--- config.mk ---
export PLATFORM = sky130hd
export DESIGN_NAME = stage_ex_md_flat
export DESIGN_NICKNAME = d
export VERILOG_FILES = /design/src/rtl/ex_pkg.sv /design/src/rtl/stage_ex_md_if.sv /design/src/rtl/ex_muldiv_iter.sv /design/src/rtl/stage_ex_md.sv /design/src/flat_wrapper.sv
export SDC_FILE = /design/constraint.sdc
export NUM_CORES = 2
export LEC_CHECK = 0
export BUFFER_PORTS_ARGS = -buffer_cell sky130_fd_sc_hd__buf_2
export CAP_MARGIN = 10
export CELL_PAD_IN_SITES_DETAIL_PLACEMENT = 1
export CELL_PAD_IN_SITES_GLOBAL_PLACEMENT = 1
export CORE_ASPECT_RATIO = 0.75
export CORE_MARGIN = 2
export CORE_UTILIZATION = 46
export DETAILED_ROUTE_END_ITERATION = 6
export GPL_TIMING_DRIVEN = 1
export PLACE_DENSITY = 0.81
export SYNTH_ARGS = -nofsm -noshare
export SYNTH_HDL_FRONTEND = slang
export SYNTH_HIERARCHICAL = 1
export SYNTH_SLANG_ARGS = --single-unit
--- constraint.sdc ---
create_clock -name clk -period 6.8 [get_ports clk]
set_clock_uncertainty 0.05 [all_clocks]
set_input_delay 1.02 -clock clk [delete_from_list [all_inputs] [get_ports clk]]
set_output_delay 1.02 -clock clk [all_outputs]
set_load 0.1 [all_outputs]
--- src/rtl/ex_pkg.sv ---
// Shared encodings for the execute stage: funct codes, forwarding and destination
// selects, ALUOp classes and the multiply/divide sequencer types.
package ex_pkg;

  localparam logic [5:0] FN_SLL   = 6'h00;
  localparam logic [5:0] FN_SRL   = 6'h02;
  localparam logic [5:0] FN_SRA   = 6'h03;
  localparam logic [5:0] FN_SLLV  = 6'h04;
  localparam logic [5:0] FN_SRLV  = 6'h06;
  localparam logic [5:0] FN_SRAV  = 6'h07;
  localparam logic [5:0] FN_MFHI  = 6'h10;
  localparam logic [5:0] FN_MTHI  = 6'h11;
  localparam logic [5:0] FN_MFLO  = 6'h12;
  localparam logic [5:0] FN_MTLO  = 6'h13;
  localparam logic [5:0] FN_MULT  = 6'h18;
  localparam logic [5:0] FN_MULTU = 6'h19;
  localparam logic [5:0] FN_DIV   = 6'h1A;
  localparam logic [5:0] FN_DIVU  = 6'h1B;
  localparam logic [5:0] FN_ADD   = 6'h20;
  localparam logic [5:0] FN_ADDU  = 6'h21;
  localparam logic [5:0] FN_SUB   = 6'h22;
  localparam logic [5:0] FN_SUBU  = 6'h23;
  localparam logic [5:0] FN_AND   = 6'h24;
  localparam logic [5:0] FN_OR    = 6'h25;
  localparam logic [5:0] FN_XOR   = 6'h26;
  localparam logic [5:0] FN_NOR   = 6'h27;
  localparam logic [5:0] FN_SLT   = 6'h2A;
  localparam logic [5:0] FN_SLTU  = 6'h2B;

  localparam logic [1:0] FWD_REG = 2'b00;
  localparam logic [1:0] FWD_WB  = 2'b01;
  localparam logic [1:0] FWD_MEM = 2'b10;

  localparam logic [1:0] RDST_RT = 2'b00;
  localparam logic [1:0] RDST_RD = 2'b01;
  localparam logic [1:0] RDST_RA = 2'b10;

  localparam logic [1:0] ALUOP_ADD   = 2'b00;
  localparam logic [1:0] ALUOP_SUB   = 2'b01;
  localparam logic [1:0] ALUOP_RTYPE = 2'b10;
  localparam logic [1:0] ALUOP_SLT   = 2'b11;

  typedef enum logic {IDLE, RUN} mdState_t;

  // Low two funct bits of 18h..1Bh select the operation directly.
  typedef enum logic [1:0] {
    MD_MULT  = 2'b00,
    MD_MULTU = 2'b01,
    MD_DIV   = 2'b10,
    MD_DIVU  = 2'b11
  } mdOp_t;

  function automatic logic isMdFunct(input logic [5:0] f);
    return (f == FN_MULT) || (f == FN_MULTU) || (f == FN_DIV) || (f == FN_DIVU);
  endfunction

  function automatic logic isHiLoFunct(input logic [5:0] f);
    return isMdFunct(f) || (f == FN_MFHI) || (f == FN_MTHI) ||
           (f == FN_MFLO) || (f == FN_MTLO);
  endfunction

endpackage

--- src/rtl/stage_ex_md_if.sv ---
// ID/EX operand/control bundle into the execute stage and the EX/MEM latch outputs.
interface stage_ex_md_if #(
  parameter int XLEN = 32
);
  logic            mem_read, mem_write, reg_write, alu_src;
  logic [1:0]      reg_dst, mem_to_reg, alu_op;
  logic [5:0]      funct;
  logic [4:0]      sa;
  logic [1:0]      forward_a, forward_b;
  logic [XLEN-1:0] data_rs, data_rt, sign_ext, wb_data;
  logic [4:0]      reg_rt, reg_rd;

  logic [XLEN-1:0] out_alu, out_data_rt;
  logic [4:0]      out_mux_rt_rd, out_reg_rt;
  logic            out_mem_read, out_mem_write, out_reg_write;
  logic [1:0]      out_mem_to_reg;

  modport master (
    output mem_read, mem_write, reg_write, alu_src, reg_dst, mem_to_reg, alu_op,
           funct, sa, forward_a, forward_b, data_rs, data_rt, sign_ext, wb_data,
           reg_rt, reg_rd,
    input  out_alu, out_data_rt, out_mux_rt_rd, out_reg_rt, out_mem_read,
           out_mem_write, out_reg_write, out_mem_to_reg
  );

  modport slave (
    input  mem_read, mem_write, reg_write, alu_src, reg_dst, mem_to_reg, alu_op,
           funct, sa, forward_a, forward_b, data_rs, data_rt, sign_ext, wb_data,
           reg_rt, reg_rd,
    output out_alu, out_data_rt, out_mux_rt_rd, out_reg_rt, out_mem_read,
           out_mem_write, out_reg_write, out_mem_to_reg
  );
endinterface

--- src/rtl/ex_muldiv_iter.sv ---
// Iterative shift-add multiplier / restoring divider retiring MD_STEP bits per cycle.
// Works on operand magnitudes; signs are reapplied combinationally on the done cycle.
module ex_muldiv_iter
  import ex_pkg::*;
#(
  parameter int XLEN    = 32,
  parameter int MD_STEP = 1
) (
  input  logic            clk,
  input  logic            reset,
  input  logic            start,
  input  mdOp_t           op,
  input  logic [XLEN-1:0] a,
  input  logic [XLEN-1:0] b,
  output logic            run,
  output logic            done,
  output logic [XLEN-1:0] hi,
  output logic [XLEN-1:0] lo
);

  localparam int NSTEP = XLEN / MD_STEP;
  localparam int CW    = $clog2(NSTEP + 1);

  mdState_t        state;
  logic [CW-1:0]   cnt;
  logic [XLEN-1:0] accHi, accLo, opnd, nHi, nLo, magA, magB;
  logic [XLEN:0]   t, s;
  logic            qb, isDiv, negQ, negR, divZero, sgnOp, negA, negB, zeroDiv;
  logic [2*XLEN-1:0] prod;

  function automatic logic [XLEN-1:0] negIf(input logic n, input logic [XLEN-1:0] v);
    return n ? -v : v;
  endfunction

  function automatic logic [2*XLEN-1:0] negIf2(input logic n, input logic [2*XLEN-1:0] v);
    return n ? -v : v;
  endfunction

  assign sgnOp   = ~op[0];
  assign negA    = sgnOp & a[XLEN-1];
  assign negB    = sgnOp & b[XLEN-1];
  assign magA    = negIf(negA, a);
  assign magB    = negIf(negB, b);
  assign zeroDiv = op[1] && (b == '0);
  assign run     = (state == RUN);
  assign done    = run && (cnt == CW'(1));

  // One iteration: MD_STEP shift-add or restoring-subtract steps.
  always_comb begin
    nHi = accHi;
    nLo = accLo;
    t   = '0;
    s   = '0;
    qb  = 1'b0;
    for (int i = 0; i < MD_STEP; i++) begin
      if (isDiv) begin
        t  = {nHi, nLo[XLEN-1]};
        qb = (t >= {1'b0, opnd});
        if (qb) t = t - {1'b0, opnd};
        nHi = t[XLEN-1:0];
        nLo = {nLo[XLEN-2:0], qb};
      end else begin
        s   = {1'b0, nHi} + (nLo[0] ? {1'b0, opnd} : '0);
        nHi = s[XLEN:1];
        nLo = {s[0], nLo[XLEN-1:1]};
      end
    end
  end

  always_comb begin
    prod = negIf2(negQ, {nHi, nLo});
    if (divZero) begin
      hi = accHi;
      lo = accLo;
    end else if (isDiv) begin
      hi = negIf(negR, nHi);
      lo = negIf(negQ, nLo);
    end else begin
      hi = prod[2*XLEN-1:XLEN];
      lo = prod[XLEN-1:0];
    end
  end

  always_ff @(posedge clk) begin
    if (reset) begin
      state   <= IDLE;
      cnt     <= '0;
      isDiv   <= 1'b0;
      negQ    <= 1'b0;
      negR    <= 1'b0;
      divZero <= 1'b0;
    end else begin
      case (state)
        IDLE: if (start) begin
          state   <= RUN;
          isDiv   <= op[1];
          negQ    <= negA ^ negB;
          negR    <= negA;
          divZero <= zeroDiv;
          cnt     <= zeroDiv ? CW'(1) : CW'(NSTEP);
        end
        RUN: begin
          cnt <= cnt - CW'(1);
          if (cnt == CW'(1)) state <= IDLE;
        end
        default: state <= IDLE;
      endcase
    end
  end

  // Datapath registers carry no reset; they are only observed through done.
  always_ff @(posedge clk) begin
    if (state == IDLE && start) begin
      if (zeroDiv) begin
        accHi <= a;
        accLo <= '1;
        opnd  <= b;
      end else if (op[1]) begin
        accHi <= '0;
        accLo <= magA;
        opnd  <= magB;
      end else begin
        accHi <= '0;
        accLo <= magB;
        opnd  <= magA;
      end
    end else if (state == RUN) begin
      accHi <= nHi;
      accLo <= nLo;
    end
  end

endmodule

--- src/rtl/stage_ex_md.sv ---
// Execute stage: operand forwarding, ALU, destination select, HI/LO with an
// iterative multiply/divide unit, and the EX/MEM pipeline latch.
module stage_ex_md
  import ex_pkg::*;
#(
  parameter int XLEN    = 32,
  parameter int MD_STEP = 1
) (
  input  logic         clk,
  input  logic         reset,
  input  logic         enable,
  input  logic         in_flush,
  output logic         md_busy,
  stage_ex_md_if.slave bus
);

  logic [XLEN-1:0]        opA, opBFwd, opB, aluRes, hiR, loR, mdHi, mdLo;
  logic signed [XLEN-1:0] opAS, opBS;
  logic                   isRType, isMd, isHiLo, mdRun, mdDone, mdStart, mtHi, mtLo, accept;
  logic [4:0]             dstSel;

  logic [XLEN-1:0] aluP1, dataRtP1;
  logic [4:0]      dstP1, regRtP1;
  logic            memReadP1, memWriteP1, regWriteP1;
  logic [1:0]      memToRegP1;

  function automatic logic [XLEN-1:0] fwdSel(input logic [1:0] sel, input logic [XLEN-1:0] regV,
                                             input logic [XLEN-1:0] wbV, input logic [XLEN-1:0] memV);
    case (sel)
      FWD_REG: return regV;
      FWD_WB:  return wbV;
      FWD_MEM: return memV;
      default: return regV;
    endcase
  endfunction

  // p0: operand selection and decode
  assign opA     = fwdSel(bus.forward_a, bus.data_rs, bus.wb_data, aluP1);
  assign opBFwd  = fwdSel(bus.forward_b, bus.data_rt, bus.wb_data, aluP1);
  assign opB     = bus.alu_src ? bus.sign_ext : opBFwd;
  assign opAS    = opA;
  assign opBS    = opB;
  assign isRType = (bus.alu_op == ALUOP_RTYPE);
  assign isMd    = isRType && isMdFunct(bus.funct);
  assign isHiLo  = isRType && isHiLoFunct(bus.funct);
  assign accept  = enable && !in_flush;
  assign mdStart = accept && isMd && !mdRun;
  assign mtHi    = accept && isRType && (bus.funct == FN_MTHI);
  assign mtLo    = accept && isRType && (bus.funct == FN_MTLO);
  assign md_busy = mdRun && isHiLo;

  always_comb begin
    case (bus.reg_dst)
      RDST_RT: dstSel = bus.reg_rt;
      RDST_RD: dstSel = bus.reg_rd;
      RDST_RA: dstSel = 5'd31;
      default: dstSel = bus.reg_rt;
    endcase
  end

  always_comb begin
    aluRes = '0;
    case (bus.alu_op)
      ALUOP_ADD: aluRes = opA + opB;
      ALUOP_SUB: aluRes = opA - opB;
      ALUOP_SLT: aluRes = {{(XLEN-1){1'b0}}, opAS < opBS};
      default: begin
        case (bus.funct)
          FN_SLL:            aluRes = opB << bus.sa;
          FN_SRL:            aluRes = opB >> bus.sa;
          FN_SRA:            aluRes = opBS >>> bus.sa;
          FN_SLLV:           aluRes = opB << opA[4:0];
          FN_SRLV:           aluRes = opB >> opA[4:0];
          FN_SRAV:           aluRes = opBS >>> opA[4:0];
          FN_MFHI:           aluRes = hiR;
          FN_MFLO:           aluRes = loR;
          FN_ADD, FN_ADDU:   aluRes = opA + opB;
          FN_SUB, FN_SUBU:   aluRes = opA - opB;
          FN_AND:            aluRes = opA & opB;
          FN_OR:             aluRes = opA | opB;
          FN_XOR:            aluRes = opA ^ opB;
          FN_NOR:            aluRes = ~(opA | opB);
          FN_SLT:            aluRes = {{(XLEN-1){1'b0}}, opAS < opBS};
          FN_SLTU:           aluRes = {{(XLEN-1){1'b0}}, opA < opB};
          default:           aluRes = '0;
        endcase
      end
    endcase
  end

  ex_muldiv_iter #(
    .XLEN    (XLEN),
    .MD_STEP (MD_STEP)
  ) uMd (
    .clk   (clk),
    .reset (reset),
    .start (mdStart),
    .op    (mdOp_t'(bus.funct[1:0])),
    .a     (opA),
    .b     (opBFwd),
    .run   (mdRun),
    .done  (mdDone),
    .hi    (mdHi),
    .lo    (mdLo)
  );

  // MT writes cannot coincide with completion: the hazard unit stalls them during RUN.
  always_ff @(posedge clk) begin
    if (reset) begin
      hiR <= '0;
      loR <= '0;
    end else if (mdDone) begin
      hiR <= mdHi;
      loR <= mdLo;
    end else begin
      if (mtHi) hiR <= opA;
      if (mtLo) loR <= opA;
    end
  end

  // p1: EX/MEM latch; a flush loads data but kills the side-effecting controls
  always_ff @(posedge clk) begin
    if (reset) begin
      aluP1      <= '0;
      dataRtP1   <= '0;
      dstP1      <= '0;
      regRtP1    <= '0;
      memToRegP1 <= '0;
      memReadP1  <= 1'b0;
      memWriteP1 <= 1'b0;
      regWriteP1 <= 1'b0;
    end else if (in_flush || enable) begin
      aluP1      <= aluRes;
      dataRtP1   <= opBFwd;
      dstP1      <= dstSel;
      regRtP1    <= bus.reg_rt;
      memToRegP1 <= bus.mem_to_reg;
      memReadP1  <= bus.mem_read  && !in_flush;
      memWriteP1 <= bus.mem_write && !in_flush;
      regWriteP1 <= bus.reg_write && !in_flush;
    end
  end

  assign bus.out_alu        = aluP1;
  assign bus.out_data_rt    = dataRtP1;
  assign bus.out_mux_rt_rd  = dstP1;
  assign bus.out_reg_rt     = regRtP1;
  assign bus.out_mem_to_reg = memToRegP1;
  assign bus.out_mem_read   = memReadP1;
  assign bus.out_mem_write  = memWriteP1;
  assign bus.out_reg_write  = regWriteP1;

endmodule

--- src/flat_wrapper.sv ---
// flat-port wrapper written by rule: the top's interface ports become plain ports
module stage_ex_md_flat import ex_pkg::*;
#(
  parameter int XLEN    = 32,
  parameter int MD_STEP = 1
)
  (clk, reset, enable, in_flush, md_busy, bus_mem_read, bus_mem_write, bus_reg_write, bus_alu_src, bus_reg_dst, bus_mem_to_reg, bus_alu_op, bus_funct, bus_sa, bus_forward_a, bus_forward_b, bus_data_rs, bus_data_rt, bus_sign_ext, bus_wb_data, bus_reg_rt, bus_reg_rd, bus_out_alu, bus_out_data_rt, bus_out_mux_rt_rd, bus_out_reg_rt, bus_out_mem_read, bus_out_mem_write, bus_out_reg_write, bus_out_mem_to_reg);
  stage_ex_md_if #(.XLEN(XLEN)) bus_i ();
  input  logic clk;
  input  logic reset;
  input  logic enable;
  input  logic in_flush;
  output logic md_busy;
  input wire logic [$bits(bus_i.mem_read)-1:0] bus_mem_read;
  input wire logic [$bits(bus_i.mem_write)-1:0] bus_mem_write;
  input wire logic [$bits(bus_i.reg_write)-1:0] bus_reg_write;
  input wire logic [$bits(bus_i.alu_src)-1:0] bus_alu_src;
  input wire logic [$bits(bus_i.reg_dst)-1:0] bus_reg_dst;
  input wire logic [$bits(bus_i.mem_to_reg)-1:0] bus_mem_to_reg;
  input wire logic [$bits(bus_i.alu_op)-1:0] bus_alu_op;
  input wire logic [$bits(bus_i.funct)-1:0] bus_funct;
  input wire logic [$bits(bus_i.sa)-1:0] bus_sa;
  input wire logic [$bits(bus_i.forward_a)-1:0] bus_forward_a;
  input wire logic [$bits(bus_i.forward_b)-1:0] bus_forward_b;
  input wire logic [$bits(bus_i.data_rs)-1:0] bus_data_rs;
  input wire logic [$bits(bus_i.data_rt)-1:0] bus_data_rt;
  input wire logic [$bits(bus_i.sign_ext)-1:0] bus_sign_ext;
  input wire logic [$bits(bus_i.wb_data)-1:0] bus_wb_data;
  input wire logic [$bits(bus_i.reg_rt)-1:0] bus_reg_rt;
  input wire logic [$bits(bus_i.reg_rd)-1:0] bus_reg_rd;
  output wire logic [$bits(bus_i.out_alu)-1:0] bus_out_alu;
  output wire logic [$bits(bus_i.out_data_rt)-1:0] bus_out_data_rt;
  output wire logic [$bits(bus_i.out_mux_rt_rd)-1:0] bus_out_mux_rt_rd;
  output wire logic [$bits(bus_i.out_reg_rt)-1:0] bus_out_reg_rt;
  output wire logic [$bits(bus_i.out_mem_read)-1:0] bus_out_mem_read;
  output wire logic [$bits(bus_i.out_mem_write)-1:0] bus_out_mem_write;
  output wire logic [$bits(bus_i.out_reg_write)-1:0] bus_out_reg_write;
  output wire logic [$bits(bus_i.out_mem_to_reg)-1:0] bus_out_mem_to_reg;
  assign bus_i.mem_read = bus_mem_read;
  assign bus_i.mem_write = bus_mem_write;
  assign bus_i.reg_write = bus_reg_write;
  assign bus_i.alu_src = bus_alu_src;
  assign bus_i.reg_dst = bus_reg_dst;
  assign bus_i.mem_to_reg = bus_mem_to_reg;
  assign bus_i.alu_op = bus_alu_op;
  assign bus_i.funct = bus_funct;
  assign bus_i.sa = bus_sa;
  assign bus_i.forward_a = bus_forward_a;
  assign bus_i.forward_b = bus_forward_b;
  assign bus_i.data_rs = bus_data_rs;
  assign bus_i.data_rt = bus_data_rt;
  assign bus_i.sign_ext = bus_sign_ext;
  assign bus_i.wb_data = bus_wb_data;
  assign bus_i.reg_rt = bus_reg_rt;
  assign bus_i.reg_rd = bus_reg_rd;
  assign bus_out_alu = bus_i.out_alu;
  assign bus_out_data_rt = bus_i.out_data_rt;
  assign bus_out_mux_rt_rd = bus_i.out_mux_rt_rd;
  assign bus_out_reg_rt = bus_i.out_reg_rt;
  assign bus_out_mem_read = bus_i.out_mem_read;
  assign bus_out_mem_write = bus_i.out_mem_write;
  assign bus_out_reg_write = bus_i.out_reg_write;
  assign bus_out_mem_to_reg = bus_i.out_mem_to_reg;
  stage_ex_md #(.XLEN(XLEN), .MD_STEP(MD_STEP)) u_core (.clk(clk), .reset(reset), .enable(enable), .in_flush(in_flush), .md_busy(md_busy), .bus(bus_i));
endmodule
==> flow_summary_export.csv <==
group,metric,value,unit
route,drtIter0Drc,7322,
setup_path,cp_data_required_time,7.20,ns
synth,ys_warn_count,6,
route,wl,214,mm
final_layout,syn_to_final_growth,12.2,%
floorplanning,start_util,46.4,%
route,via_per_inst,7.34,
sta,worstMarginPinSlew,1.42,ns
route,post_drt_wl_per_cell,35.7,um
placed_design,dp_hpwl,172,mm
grt,grt_pass1_vias,41000,
grt,overflow,0,
status,status,"completed",
final_layout,layout.cells.non_filler,5987,
power_and_ir_drop,vdd_drop_max,190,uV
job,maxCapViolCount,0,
clock_tree,path_clk_slew,0.07,ns
sta,hold_violations,0,
grt,grtUsageMet2,67.4,%
setup_path,end_kind,"flop",
synth,synth_cells,4807,
floorplanning,die_h,240,um
power_and_ir_drop,powerDensity,191,mW/mm2
setup_path,critPathArrivalTime,7.11,ns
grt,grt_pass1_wl,299,mm
setup_path,reg2reg_slack,0.09,ns
grt,top_usage_layer,"met1",
sta,layout_min_cycle_time,6.71,ns
grt,grt_max_degree,87,
grt,grt_usage,53.6,%
clock_tree,numClockSinks,250,
clock_tree,cts_buffers,34,
synth,syn_area_per_cell,7.10,um2
sta,max-slew-margin-rel,4.91,%
setup_path,cpPeakStageDelay,0.89,ns
final_layout,layout_commonest_cell,"nor2_1",
route,drc,0,
setup_path,crit_path_top_delay_cell,"nor3_1",
sta,fmax,149,MHz
sta,setup_tns,0,ns
final_layout,drive_above_1_share,14.9,%
grt,met1_usage,70.9,%
route,vias,43900,
setup_path,critPathTopFamily,"simple AND/OR/NAND/NOR gates",
floorplanning,die_x,319,um
synth,netlist_area,0.0341,mm2
final_layout,final_nets,5340,
power_and_ir_drop,p_leak,15.4,nW
clock_tree,cts_root_buf,"clkbuf_16",
setup_path,cp-start-kind,"flop",
route,dr.pass1.iters,6,
floorplanning,io_pins,247,
setup_path,path_buf_inv,2,
synth,synthFlopType,"dfxtp_1",
clock_tree,htreeDepth,2,
sta,maxSlewViolCount,0,
floorplanning,dieArea,0.0764,mm2
grt,antenna_found_initial,11,
final_layout,finalInstanceArea,0.0383,mm2
final_layout,final_cell_mix,"547 x nor2_1, 531 x a21oi_1, 488 x nand2_1, 313 x o21ai_0, 243 x buf_2",
synth,ys_ff_latch,250,
synth,yosysSeqAreaShare,17.5,%
synth,synthArstFlopShare,0,%
sta,timing.final.ws_setup,0.0910,ns
setup_path,worst-path-max-fanout,8,
min_path,min_path_type,"flop to flop",
route,ant_nets,0,
floorplanning,rows,86,
sta,fin_crit_sh,98.7,%
clock_tree,cts_tree,"yes",
setup_path,crit_type,"flop to flop",
synth,synth.distinct_cells,129,
placed_design,dpl.cell_count,5921,
synth,syn-num-nets,5158,
sta,rsz0062_at_grt,"no",
clock_tree,clock_latency,0.60,ns
synth,synth_edf_count,96,
placed_design,port_buffers,246,
floorplanning,core_area,0.0735,mm2
setup_path,crit_chain,"ha_1 -> nand4_1 -> nor3_1 -> nand4_1 -> a21o_1 -> a41oi_1 -> inv_1 -> ha_1 -> o211ai_1 -> nor3_2 -> and4_1 -> nand2_1 -> or3_1 -> or2_0 -> buf_4 -> a21oi_1 -> and3_1 -> a31oi_1 -> xor2_1 -> o21ai_0 -> a21oi_1 -> nor2_1",
placed_design,gp_congestion,1.21,
clock_tree,clk_path_buf_depth,3,
grt,met3_usage,31.4,%
placed_design,post-place-ws,0.409,ns
placed_design,placed_cell_area,0.0370,mm2
sta,setup_viol,0,
## timing repair
item | CTS | global route
gates resized for setup | 0 | 1
hold endpoints to repair | 0 | 0
endpoints found under the setup margin | 0 | 2
buffers inserted | 0 | 0
hold buffers | 0 | 0
## per-stage QoR
step,hold WS [ns],utilization [%],power (W)
after floorplan,0.402,-,0.00369
after global placement,0.387,50.4,0.00494
after detailed placement,0.394,50.4,0.00500
after CTS,0.401,52.1,0.00704
after global routing,0.431,52.1,0.00741
final,0.403,52.1,0.00733
## metal layers
metal / vias to the layer above / share of wire (%)
met1: 21400 / 40
met4: 20 / 5.4
met2: 3762 / 35
li1: 18000 / -
met3: 687 / 19
met5: - / 0.31
## synthesized netlist by cell type, drive strengths merged, types with 14 or more instances
| cell | number | area (um2) |
|---|---|---|
| o21a | 40 | 300 |
| nand2 | 490 | 1860 |
| a22oi | 82 | 616 |
| or3 | 43 | 269 |
| a211o | 16 | 140 |
| o221ai | 24 | 216 |
| nor3 | 161 | 822 |
| inv | 191 | 717 |
| o22ai | 26 | 169 |
| or2 | 33 | 206 |
| o21bai | 19 | 143 |
| nand2b | 40 | 250 |
| a222oi | 21 | 210 |
| buf | 107 | 584 |
| and3 | 15 | 93.8 |
| nand3 | 115 | 586 |
| a31oi | 62 | 400 |
| nor2b | 67 | 419 |
| and2 | 41 | 257 |
| nor4 | 31 | 260 |
| a211oi | 77 | 591 |
| mux2i | 226 | 2270 |
| o211ai | 50 | 375 |
| xnor2 | 130 | 1140 |
| a21boi | 15 | 113 |
| o31ai | 67 | 508 |
| dfxtp | 154 | 3080 |
| o21ai | 343 | 1760 |
| clkbuf | 230 | 865 |
| mux2 | 76 | 863 |
| ha | 180 | 2250 |
| a311oi | 21 | 225 |
| nor2 | 554 | 2090 |
| nand3b | 14 | 105 |
| xor2 | 71 | 622 |
| a21oi | 537 | 2720 |
| a221oi | 51 | 470 |
| nand4 | 35 | 253 |
| a21o | 46 | 345 |
| edfxtp | 96 | 2880 |
## kinds of logic after synthesis
family                     count (synthesis)  share of synthesized area (%)
AOI/OAI and AO/OA                       1645                           31.4
xor gates and xnor gates                 201                           5.16
adders and majority gates                184                           6.83
buffers and inverters                    530                           6.37
DFF                                      250                           17.5
muxes                                    305                           9.37
and+or+nand+nor                         1692                           23.4
## path summary, 6_finish.rpt
kind / start / to / cells after the start
max: u_core/uMd/accHi[7] / u_core/hiR[26] / 22
min: u_core/bus.out_mem_to_reg[0] / u_core/bus.out_mem_to_reg[0] / 2
max reg2reg: u_core/uMd/accHi[7] / u_core/hiR[26] / 22
min reg2reg: u_core/bus.out_mem_to_reg[0] / u_core/bus.out_mem_to_reg[0] / 2
## tightest hold or removal path, stage by stage, from the launching register on
cell and delay, ns:
dfxtp_1 0.30, nand2_1 0.05, a21oi_1 0.05
## where the power goes
part | internal [W] | leakage (nW) | switching (W) | total [W]
Combinational | 0.000974 | 12.7 | 0.00256 | 0.00354
Clock | 0.00123 | 0.594 | 0.000842 | 0.00207
Sequential | 0.00161 | 2.13 | 0.000110 | 0.00172
Total | 0.00381 | 15.4 | 0.00351 | 0.00733
## area by class of cell
type / count / area (um2)
fill: 9487 / 35200
multi-input combinational: 4027 / 26100
sequential: 250 / 5970
timing repair buffer: 483 / 3050
tap: 968 / 1210
clock buffer: 47 / 1000
inverter: 193 / 724
clock inverter: 15 / 230
antenna: 4 / 10.0
Power figures use the tool's default switching activity.
